`src/rtl/mem_arbiter_if.sv`:
```
// Bundle of the two master request ports and the memory port of mem_arbiter.
// The slave modport is the arbiter's view; master is the side driving requests and memory status.
interface mem_arbiter_if;
    logic        M0_req;
    logic        M1_req;
    logic        M0_write;
    logic        M1_write;
    logic [1:0]  M0_size;
    logic [1:0]  M1_size;
    logic [15:0] M0_addr;
    logic [15:0] M1_addr;
    logic [15:0] M0_wdata;
    logic [15:0] M1_wdata;
    logic        M0_gnt;
    logic        M1_gnt;
    logic        M0_done;
    logic        M1_done;
    logic        M0_err;
    logic        M1_err;
    logic [15:0] M0_rdata;
    logic [15:0] M1_rdata;
    logic        MEM_exec;
    logic        MEM_write;
    logic [1:0]  MEM_size;
    logic [15:0] MEM_addr;
    logic [15:0] MEM_data_out;
    logic        MEM_ready;
    logic        MEM_data_ready;
    logic [15:0] MEM_data_in;

    modport slave (
        input  M0_req, M1_req, M0_write, M1_write, M0_size, M1_size,
        input  M0_addr, M1_addr, M0_wdata, M1_wdata,
        input  MEM_ready, MEM_data_ready, MEM_data_in,
        output M0_gnt, M1_gnt, M0_done, M1_done, M0_err, M1_err,
        output M0_rdata, M1_rdata,
        output MEM_exec, MEM_write, MEM_size, MEM_addr, MEM_data_out
    );

    modport master (
        output M0_req, M1_req, M0_write, M1_write, M0_size, M1_size,
        output M0_addr, M1_addr, M0_wdata, M1_wdata,
        output MEM_ready, MEM_data_ready, MEM_data_in,
        input  M0_gnt, M1_gnt, M0_done, M1_done, M0_err, M1_err,
        input  M0_rdata, M1_rdata,
        input  MEM_exec, MEM_write, MEM_size, MEM_addr, MEM_data_out
    );
endinterface

```
`src/rtl/mem_arbiter.sv`:
```
// Two-master arbiter onto a single memory port with alternating priority under
// contention and a WAIT-state timeout that aborts the access with an error.
module mem_arbiter #(
    parameter int unsigned TIMEOUT = 64
) (
    input  logic          I_clk,
    input  logic          I_reset_n,
    mem_arbiter_if.slave  bus
);
    typedef enum logic [1:0] {IDLE, ISSUE, WAIT, DONE} state_t;

    localparam logic [7:0] LP_LAST_WAIT = 8'(TIMEOUT - 1);

    state_t     r_state;
    logic       r_owner;
    logic       r_last;
    logic [7:0] r_wait_cnt;
    logic       w_any;
    logic       w_pick;

    // Owner/last encoding: 0 = M0, 1 = M1.
    assign w_any  = bus.M0_req | bus.M1_req;
    assign w_pick = (bus.M0_req & bus.M1_req) ? ~r_last : bus.M1_req;

    always_ff @(posedge I_clk or negedge I_reset_n) begin
        if (!I_reset_n) begin
            r_state          <= IDLE;
            r_owner          <= 1'b0;
            r_last           <= 1'b1;
            r_wait_cnt       <= '0;
            bus.M0_gnt       <= 1'b0;
            bus.M1_gnt       <= 1'b0;
            bus.M0_done      <= 1'b0;
            bus.M1_done      <= 1'b0;
            bus.M0_err       <= 1'b0;
            bus.M1_err       <= 1'b0;
            bus.M0_rdata     <= '0;
            bus.M1_rdata     <= '0;
            bus.MEM_exec     <= 1'b0;
            bus.MEM_write    <= 1'b0;
            bus.MEM_size     <= '0;
            bus.MEM_addr     <= '0;
            bus.MEM_data_out <= '0;
        end else begin
            case (r_state)
                IDLE: begin
                    if (bus.MEM_ready && w_any) begin
                        r_owner          <= w_pick;
                        r_last           <= w_pick;
                        bus.MEM_write    <= w_pick ? bus.M1_write : bus.M0_write;
                        bus.MEM_size     <= w_pick ? bus.M1_size  : bus.M0_size;
                        bus.MEM_addr     <= w_pick ? bus.M1_addr  : bus.M0_addr;
                        bus.MEM_data_out <= w_pick ? bus.M1_wdata : bus.M0_wdata;
                        bus.M0_gnt       <= ~w_pick;
                        bus.M1_gnt       <= w_pick;
                        bus.MEM_exec     <= 1'b1;
                        r_state          <= ISSUE;
                    end
                end
                ISSUE: begin
                    bus.M0_gnt   <= 1'b0;
                    bus.M1_gnt   <= 1'b0;
                    bus.MEM_exec <= 1'b0;
                    r_wait_cnt   <= '0;
                    r_state      <= WAIT;
                end
                WAIT: begin
                    // Data arriving on the timeout cycle still completes normally.
                    if (bus.MEM_data_ready) begin
                        if (!bus.MEM_write) begin
                            if (r_owner) bus.M1_rdata <= bus.MEM_data_in;
                            else         bus.M0_rdata <= bus.MEM_data_in;
                        end
                        bus.M0_done <= ~r_owner;
                        bus.M1_done <= r_owner;
                        bus.M0_err  <= 1'b0;
                        bus.M1_err  <= 1'b0;
                        r_state     <= DONE;
                    end else if (r_wait_cnt == LP_LAST_WAIT) begin
                        if (!bus.MEM_write) begin
                            if (r_owner) bus.M1_rdata <= 16'hFFFF;
                            else         bus.M0_rdata <= 16'hFFFF;
                        end
                        bus.M0_done <= ~r_owner;
                        bus.M1_done <= r_owner;
                        bus.M0_err  <= ~r_owner;
                        bus.M1_err  <= r_owner;
                        r_state     <= DONE;
                    end else begin
                        r_wait_cnt <= r_wait_cnt + 8'd1;
                    end
                end
                DONE: begin
                    bus.M0_done      <= 1'b0;
                    bus.M1_done      <= 1'b0;
                    bus.M0_err       <= 1'b0;
                    bus.M1_err       <= 1'b0;
                    bus.MEM_write    <= 1'b0;
                    bus.MEM_size     <= '0;
                    bus.MEM_addr     <= '0;
                    bus.MEM_data_out <= '0;
                    r_state          <= IDLE;
                end
                default: r_state <= IDLE;
            endcase
        end
    end
endmodule

```
`src/flat_wrapper.sv`:
```
// flat-port wrapper written by rule: the top's interface ports become plain ports
module mem_arbiter_flat 
#(
    parameter int unsigned TIMEOUT = 64
)
  (I_clk, I_reset_n, bus_M0_req, bus_M1_req, bus_M0_write, bus_M1_write, bus_M0_size, bus_M1_size, bus_M0_addr, bus_M1_addr, bus_M0_wdata, bus_M1_wdata, bus_MEM_ready, bus_MEM_data_ready, bus_MEM_data_in, bus_M0_gnt, bus_M1_gnt, bus_M0_done, bus_M1_done, bus_M0_err, bus_M1_err, bus_M0_rdata, bus_M1_rdata, bus_MEM_exec, bus_MEM_write, bus_MEM_size, bus_MEM_addr, bus_MEM_data_out);
  mem_arbiter_if bus_i ();
  input  logic I_clk;
  input  logic I_reset_n;
  input wire logic [$bits(bus_i.M0_req)-1:0] bus_M0_req;
  input wire logic [$bits(bus_i.M1_req)-1:0] bus_M1_req;
  input wire logic [$bits(bus_i.M0_write)-1:0] bus_M0_write;
  input wire logic [$bits(bus_i.M1_write)-1:0] bus_M1_write;
  input wire logic [$bits(bus_i.M0_size)-1:0] bus_M0_size;
  input wire logic [$bits(bus_i.M1_size)-1:0] bus_M1_size;
  input wire logic [$bits(bus_i.M0_addr)-1:0] bus_M0_addr;
  input wire logic [$bits(bus_i.M1_addr)-1:0] bus_M1_addr;
  input wire logic [$bits(bus_i.M0_wdata)-1:0] bus_M0_wdata;
  input wire logic [$bits(bus_i.M1_wdata)-1:0] bus_M1_wdata;
  input wire logic [$bits(bus_i.MEM_ready)-1:0] bus_MEM_ready;
  input wire logic [$bits(bus_i.MEM_data_ready)-1:0] bus_MEM_data_ready;
  input wire logic [$bits(bus_i.MEM_data_in)-1:0] bus_MEM_data_in;
  output wire logic [$bits(bus_i.M0_gnt)-1:0] bus_M0_gnt;
  output wire logic [$bits(bus_i.M1_gnt)-1:0] bus_M1_gnt;
  output wire logic [$bits(bus_i.M0_done)-1:0] bus_M0_done;
  output wire logic [$bits(bus_i.M1_done)-1:0] bus_M1_done;
  output wire logic [$bits(bus_i.M0_err)-1:0] bus_M0_err;
  output wire logic [$bits(bus_i.M1_err)-1:0] bus_M1_err;
  output wire logic [$bits(bus_i.M0_rdata)-1:0] bus_M0_rdata;
  output wire logic [$bits(bus_i.M1_rdata)-1:0] bus_M1_rdata;
  output wire logic [$bits(bus_i.MEM_exec)-1:0] bus_MEM_exec;
  output wire logic [$bits(bus_i.MEM_write)-1:0] bus_MEM_write;
  output wire logic [$bits(bus_i.MEM_size)-1:0] bus_MEM_size;
  output wire logic [$bits(bus_i.MEM_addr)-1:0] bus_MEM_addr;
  output wire logic [$bits(bus_i.MEM_data_out)-1:0] bus_MEM_data_out;
  assign bus_i.M0_req = bus_M0_req;
  assign bus_i.M1_req = bus_M1_req;
  assign bus_i.M0_write = bus_M0_write;
  assign bus_i.M1_write = bus_M1_write;
  assign bus_i.M0_size = bus_M0_size;
  assign bus_i.M1_size = bus_M1_size;
  assign bus_i.M0_addr = bus_M0_addr;
  assign bus_i.M1_addr = bus_M1_addr;
  assign bus_i.M0_wdata = bus_M0_wdata;
  assign bus_i.M1_wdata = bus_M1_wdata;
  assign bus_i.MEM_ready = bus_MEM_ready;
  assign bus_i.MEM_data_ready = bus_MEM_data_ready;
  assign bus_i.MEM_data_in = bus_MEM_data_in;
  assign bus_M0_gnt = bus_i.M0_gnt;
  assign bus_M1_gnt = bus_i.M1_gnt;
  assign bus_M0_done = bus_i.M0_done;
  assign bus_M1_done = bus_i.M1_done;
  assign bus_M0_err = bus_i.M0_err;
  assign bus_M1_err = bus_i.M1_err;
  assign bus_M0_rdata = bus_i.M0_rdata;
  assign bus_M1_rdata = bus_i.M1_rdata;
  assign bus_MEM_exec = bus_i.MEM_exec;
  assign bus_MEM_write = bus_i.MEM_write;
  assign bus_MEM_size = bus_i.MEM_size;
  assign bus_MEM_addr = bus_i.MEM_addr;
  assign bus_MEM_data_out = bus_i.MEM_data_out;
  mem_arbiter #(.TIMEOUT(TIMEOUT)) u_core (.I_clk(I_clk), .I_reset_n(I_reset_n), .bus(bus_i));
endmodule
```
`config.mk`:
```
export PLATFORM = sky130hd
export DESIGN_NAME = mem_arbiter_flat
export DESIGN_NICKNAME = d
export VERILOG_FILES = /design/src/rtl/mem_arbiter_if.sv /design/src/rtl/mem_arbiter.sv /design/src/flat_wrapper.sv
export SDC_FILE = /design/constraint.sdc
export NUM_CORES = 1
export LEC_CHECK = 0
export ABC_CLOCK_PERIOD_IN_PS = 1500
export CELL_PAD_IN_SITES_DETAIL_PLACEMENT = 1
export CELL_PAD_IN_SITES_GLOBAL_PLACEMENT = 1
export CORE_ASPECT_RATIO = 2
export CORE_UTILIZATION = 30
export CTS_CLUSTER_DIAMETER = 50
export DETAILED_ROUTE_END_ITERATION = 7
export GPL_TIMING_DRIVEN = 0
export PLACE_DENSITY = 0.8
export SKIP_CTS_REPAIR_TIMING = 1
export SYNTH_ARGS = -nofsm -noshare
export SYNTH_HDL_FRONTEND = slang
export SYNTH_SLANG_ARGS = --single-unit
```
`constraint.sdc`:
```
create_clock -name I_clk -period 1.5 [get_ports I_clk]
set_input_delay 0.3 -clock I_clk [delete_from_list [all_inputs] [get_ports I_clk]]
set_output_delay 0.3 -clock I_clk [all_outputs]
set_load 0.005 [all_outputs]
```
# Yosys cells after proc, flatten, opt, wreduce, memory -nomap -nowiden
# Cells that the tools add are included.
[totals]
reg_bits = 86
in_bits = 92
output_inout_bits = 74
elab_cells = 95
[op_classes]
add_sub_neg = 1
eq_ne = 8
muxes = 48
bitwise = 6
n_reduce_logical = 15
[ops]
columns = ["op", "count"]
rows = [
  ["$mux 16", 16],
  ["$pmux 16 s2", 2],
  ["$mux 8", 2],
  ["$pmux 1 s2", 8],
  ["$pmux 8 s2", 1],
  ["$mux 1", 12],
  ["$mux 2", 5],
  ["$reduce_and 2->1", 5],
  ["$reduce_bool 2->1", 5],
  ["$add 8x1->8 const B", 1],
  ["$eq 8x6->1 const B", 1],
  ["$pmux 2 s4", 1],
  ["$reduce_and 4->1", 2],
  ["$eq 2x2->1 const B", 2],
  ["$ne 2x2->1 const B", 2],
  ["$not 1->1", 4],
  ["$pmux 2 s2", 1],
  ["$ne 3x2->1 const B", 1],
  ["$reduce_and 3->1", 1],
  ["$eq 2x1->1 const B", 1],
  ["$logic_not 2->1", 1],
  ["$ne 2x1->1 const B", 1],
  ["$and 1x1->1", 1],
  ["$logic_and 1x1->1", 1],
  ["$or 1x1->1", 1],
]

# Depth between registers and ports, before layout
[depth]
word_depth = 5
ltp_mapped = 8

# Worst setup path after synthesis
# OpenSTA, ideal clock, no wires.
[synth_timing]
path_kind = "flip-flop to flip-flop"
from = "register u_core.r_wait_cnt[0]"
to = "register u_core.r_wait_cnt[5]"
setup_ns = 0.079
arrival_time_ns = 1.510
path_slack_ns = -0.090
stages_incl_launch_ff = 6
path_buffers = 1
cell_sequence = "dfrtp_1 -> ha_1 -> and3_1 -> buf_2 -> a2111oi_4 -> mux2i_1"
[synth_via]
elab_chain_len = 4
elab_cells_between_ends = 7
[synth_lines]
columns = ["item", "line", "text"]
rows = [
  ["start, declared", "mem_arbiter.sv:17", "logic [7:0] r_wait_cnt;"],
  ["start signal, assigned", "mem_arbiter.sv:90", "r_wait_cnt <= r_wait_cnt + 8'd1;"],
  ["$add 8x1->8", "mem_arbiter.sv:90", ""],
  ["$mux 8", "mem_arbiter.sv:79", "end else if (r_wait_cnt == LP_LAST_WAIT) begin"],
  ["$mux 8", "mem_arbiter.sv:69", "if (bus.MEM_data_ready) begin"],
  ["$pmux 8 s2", "mem_arbiter.sv:45", "case (r_state)"],
]
# Parallel ways exist; a longest one is shown, timed or not. The select of a mux whose other input is x is not followed.
# A chain may end at the register's enable or synchronous reset.

# Worst setup path after layout
[layout_timing]
from = "register u_core.r_state[0]"
to = "register u_core.bus.M0_rdata[6]"
[layout_via]
elab_chain_len = 2
[layout_lines]
columns = ["item", "line", "text"]
rows = [
  ["start, declared", "mem_arbiter.sv:14", "state_t r_state;"],
  ["start signal, assigned", "mem_arbiter.sv:27", "r_state <= IDLE;"],
  ["start signal, assigned", "mem_arbiter.sv:57", "r_state <= ISSUE;"],
  ["start signal, assigned", "mem_arbiter.sv:65", "r_state <= WAIT;"],
  ["$eq 2x2->1", "mem_arbiter.sv:45", ""],
  ["$reduce_and 4->1 (no source line)", "--", ""],
  ["end signal, assigned", "mem_arbiter.sv:72", "else bus.M0_rdata <= bus.MEM_data_in;"],
  ["end, declared", "mem_arbiter_if.sv:36", "output M0_rdata, M1_rdata,"],
]
# Every way passes these cells.

==> run metrics <==
status finished with violations; failing checks negative setup slack; Finished Core Util between 60% and 70%; TritonCTS Sinks 86; Clock Tree Root clkbuf_16; share of layout cells above drive strength 1 38.8%; Reg2Reg Setup Slack -0.21 ns; Post-DP HPWL 10200 um; most common cell in the netlist dfrtp_1; main area contributors after synthesis dfrtp_1 (51%), mux2i_1 (8.8%), o2bb2ai_1 (7.3%); TritonCTS clock tree built; cell row count 60; Internal around 9 mW; combinational share of power 58.6%; Final Hold Fails 0; CP max FO 10; first-pass GRT wire length roughly 21000 um; PortBufs between 150 and 200; worst rel slew slack 65.8%; GR Util All Layers between 10% and 20%; Async SR Flop Fraction 100%; fin. max-slew vios 0; Sw Ratio about 38%; nets ~750; max cap viols 0; most common library cells after synthesis dfrtp_1 (85), inv_1 (37), mux2i_1 (37); crit share post-route 114%; Finish-stage setup viols 80; full die area around 15000 um^2; Placement Setup Slack -0.464 ns; dpl cell area ~6000 um^2; post-synthesis net count between 400 and 500; WS Path Type reg -> reg; H-tree levels 3; n_diodes 0; Worst Clk Skew ~0.014 ns; ys flop type dfrtp_1; Gate Count Post-Synth 380; synthesized area per cell 11.1 um^2; die height between 150 and 200 um; FF-to-FF End u_core.bus.M0_rdata[6]$_DFFE_PN0P_; Inst Count DP about 730; Ports about 170; core footprint between 10000 and 15000 um^2; Reg power frac between 20% and 30%; fin cells between 800 and 900; Req. time, crit path around 1.7 ns; maximum clock path buffer count 2; # DRC 0; post-synth top area share around half; total power 14.8 mW; YS warnings 0; grt ovf 0; R2R depth 7; Initial Utilization between 30% and 40%; min cycle time layout 1.71 ns; Leak Pwr ~4.6 nW; fin area about 8600 um^2; Initial DRC Count 240; PD cells ~1700 nW/um^2; maximum vdd drop 1.11 mV; Routed WL roughly 21000 um; CP endpoint kind flip-flop; RSZ-0062 raised after global routing true; Worst Hold Slack around 0.46 ns; worst slew pin tran around 0.5 ns; gpl congestion 0.794; vias in the first global route 4113; Setup TNS -9.58 ns; cts bufs inserted 9; sequential share of the synthesized area between 50% and 60%; Synth cell types 42; Clock transition at path regs approximately 0.080 ns; initial antenna violation count 0; Post-Synthesis Cell Area 4200 um^2; post-DR vias/cell approximately 5.3; Area Growth Syn to Fin 105%; largest area contributor in the netlist dfrtp_1; wire length per cell ~25 um; setup ws final -0.211 ns; Fmax achieved about 580 MHz; post-route ant nets 0; largest net degree at the start of global routing 53; number of fill cells around 1300; CP Launch Type flip-flop; Clock Latency Late Sink 0.35 ns; number of synthesized flops with an enable pin 0; clock share of power between 10% and 20%; via count of the routed design 4487; Yosys reg bits 86; Switch Pwr approximately 5.6 mW; Critical R2R Launch u_core.r_state[0]$_DFFE_PN0P_; drt pass-1 iters 4; Data arrival, critical path between 1.5 and 2 ns; DIE WIDTH roughly 86 um; HP Class in -> async
[state kept, by name, summed over array words and instances (netlist names), 2 cells and up]
register and flops:
u_core.bus.M0_rdata 16, u_core.bus.M1_rdata 16, u_core.bus.MEM_addr 16, u_core.bus.MEM_data_out 16, u_core.bus.MEM_size 2, u_core.r_state 2, u_core.r_wait_cnt 8
[final cells by class]
cell class,count,area [um^2],area share [%]
buffer,26,389,4.52
clock buffer,10,239,2.78
clock inverter,6,48.8,0.567
inverter,37,146,1.70
multi-input combinational,231,2590,30.1
sequential,86,2160,25.0
tap,186,233,2.70
timing repair buffer,263,2800,32.5
[cells in the final DEF (no fill, tap or decap), types with 2 or more instances in the layout]
cell type / instances
mux2i_4: 8
nor2_1: 6
dfrtp_2: 2
dfrtp_1: 83
a21oi_4: 2
a21oi_1: 9
inv_6: 4
clkbuf_16: 18
buf_2: 2
buf_4: 79
o211ai_1: 11
dlymetal6s2s_1: 74
ha_4: 3
o2bb2ai_1: 3
inv_1: 34
buf_8: 8
clkdlybuf4s50_1: 90
nand2b_2: 2
nand4_1: 3
a21oi_2: 24
ha_1: 2
o21ai_0: 5
mux2i_1: 21
buf_12: 11
o2bb2ai_4: 14
nand3_1: 8
o22ai_2: 10
o22ai_1: 13
inv_4: 3
a211oi_1: 3
o2bb2ai_2: 18
nand2_1: 22
mux2i_2: 8
nand4bb_1: 2
buf_6: 14
o22ai_4: 9
[power by group through the flow]
stage	logic (mW)	registers, mW	clock network (mW)
after global placement	4.54	3.73	0
final	8.69	3.86	2.28
after global routing	9.10	3.94	2.40
after CTS	4.77	3.76	2.26
after detailed placement	4.75	3.78	0
after floorplan	2.23	3.73	0
[logic make-up (layout without fill, tap and decap cells)]
family	after synthesis	in the layout	synth area share, %
multiplexers	37	37	8.82
flip-flops	86	86	51.3
AO/OA/AOI/OAI	133	133	22.9
AND/OR/NAND/NOR	55	55	7.24
buffers and inverters	63	342	7.98
adder cells (fa/ha/maj)	6	6	1.79
[how the worst max path moves through the flow]
stage | cells past startpoint | end | from
final | 7 | u_core.bus.M0_rdata[6]$_DFFE_PN0P_ | u_core.r_state[0]$_DFFE_PN0P_
after detailed placement | 6 | u_core.bus.MEM_data_out[13]$_DFFE_PN0P_ | bus_M1_req
after CTS | 6 | u_core.bus.M0_rdata[3]$_DFFE_PN0P_ | u_core.r_state[0]$_DFFE_PN0P_
after floorplan | 8 | u_core.bus.MEM_data_out[10]$_DFFE_PN0P_ | u_core.r_state[0]$_DFFE_PN0P_
after global placement | 1 | u_core.bus.MEM_data_out[0]$_DFFE_PN0P_ | I_reset_n
after global routing | 6 | u_core.bus.M0_rdata[11]$_DFFE_PN0P_ | u_core.r_state[0]$_DFFE_PN0P_
[routing by layer]
metal	vias up	routed length, um	global-route usage [%]	share of wire, %
li1	1957	-	-	-
met1	2267	6970	18.7	33
met2	188	12200	36.5	58
met3	75	720	3.40	3.4
met4	0	1300	8.55	6.1
met5	-	0	0	0
[worst max-delay path: stages, from the launching register on]
cell	delay, ns
dfrtp_1	0.43
inv_4	0.12
ha_4	0.19
nand4bb_1	0.19
buf_6	0.20
buf_4	0.19
o22ai_1	0.22
a21oi_2	0.05
Power figures use the tool's default switching activity.
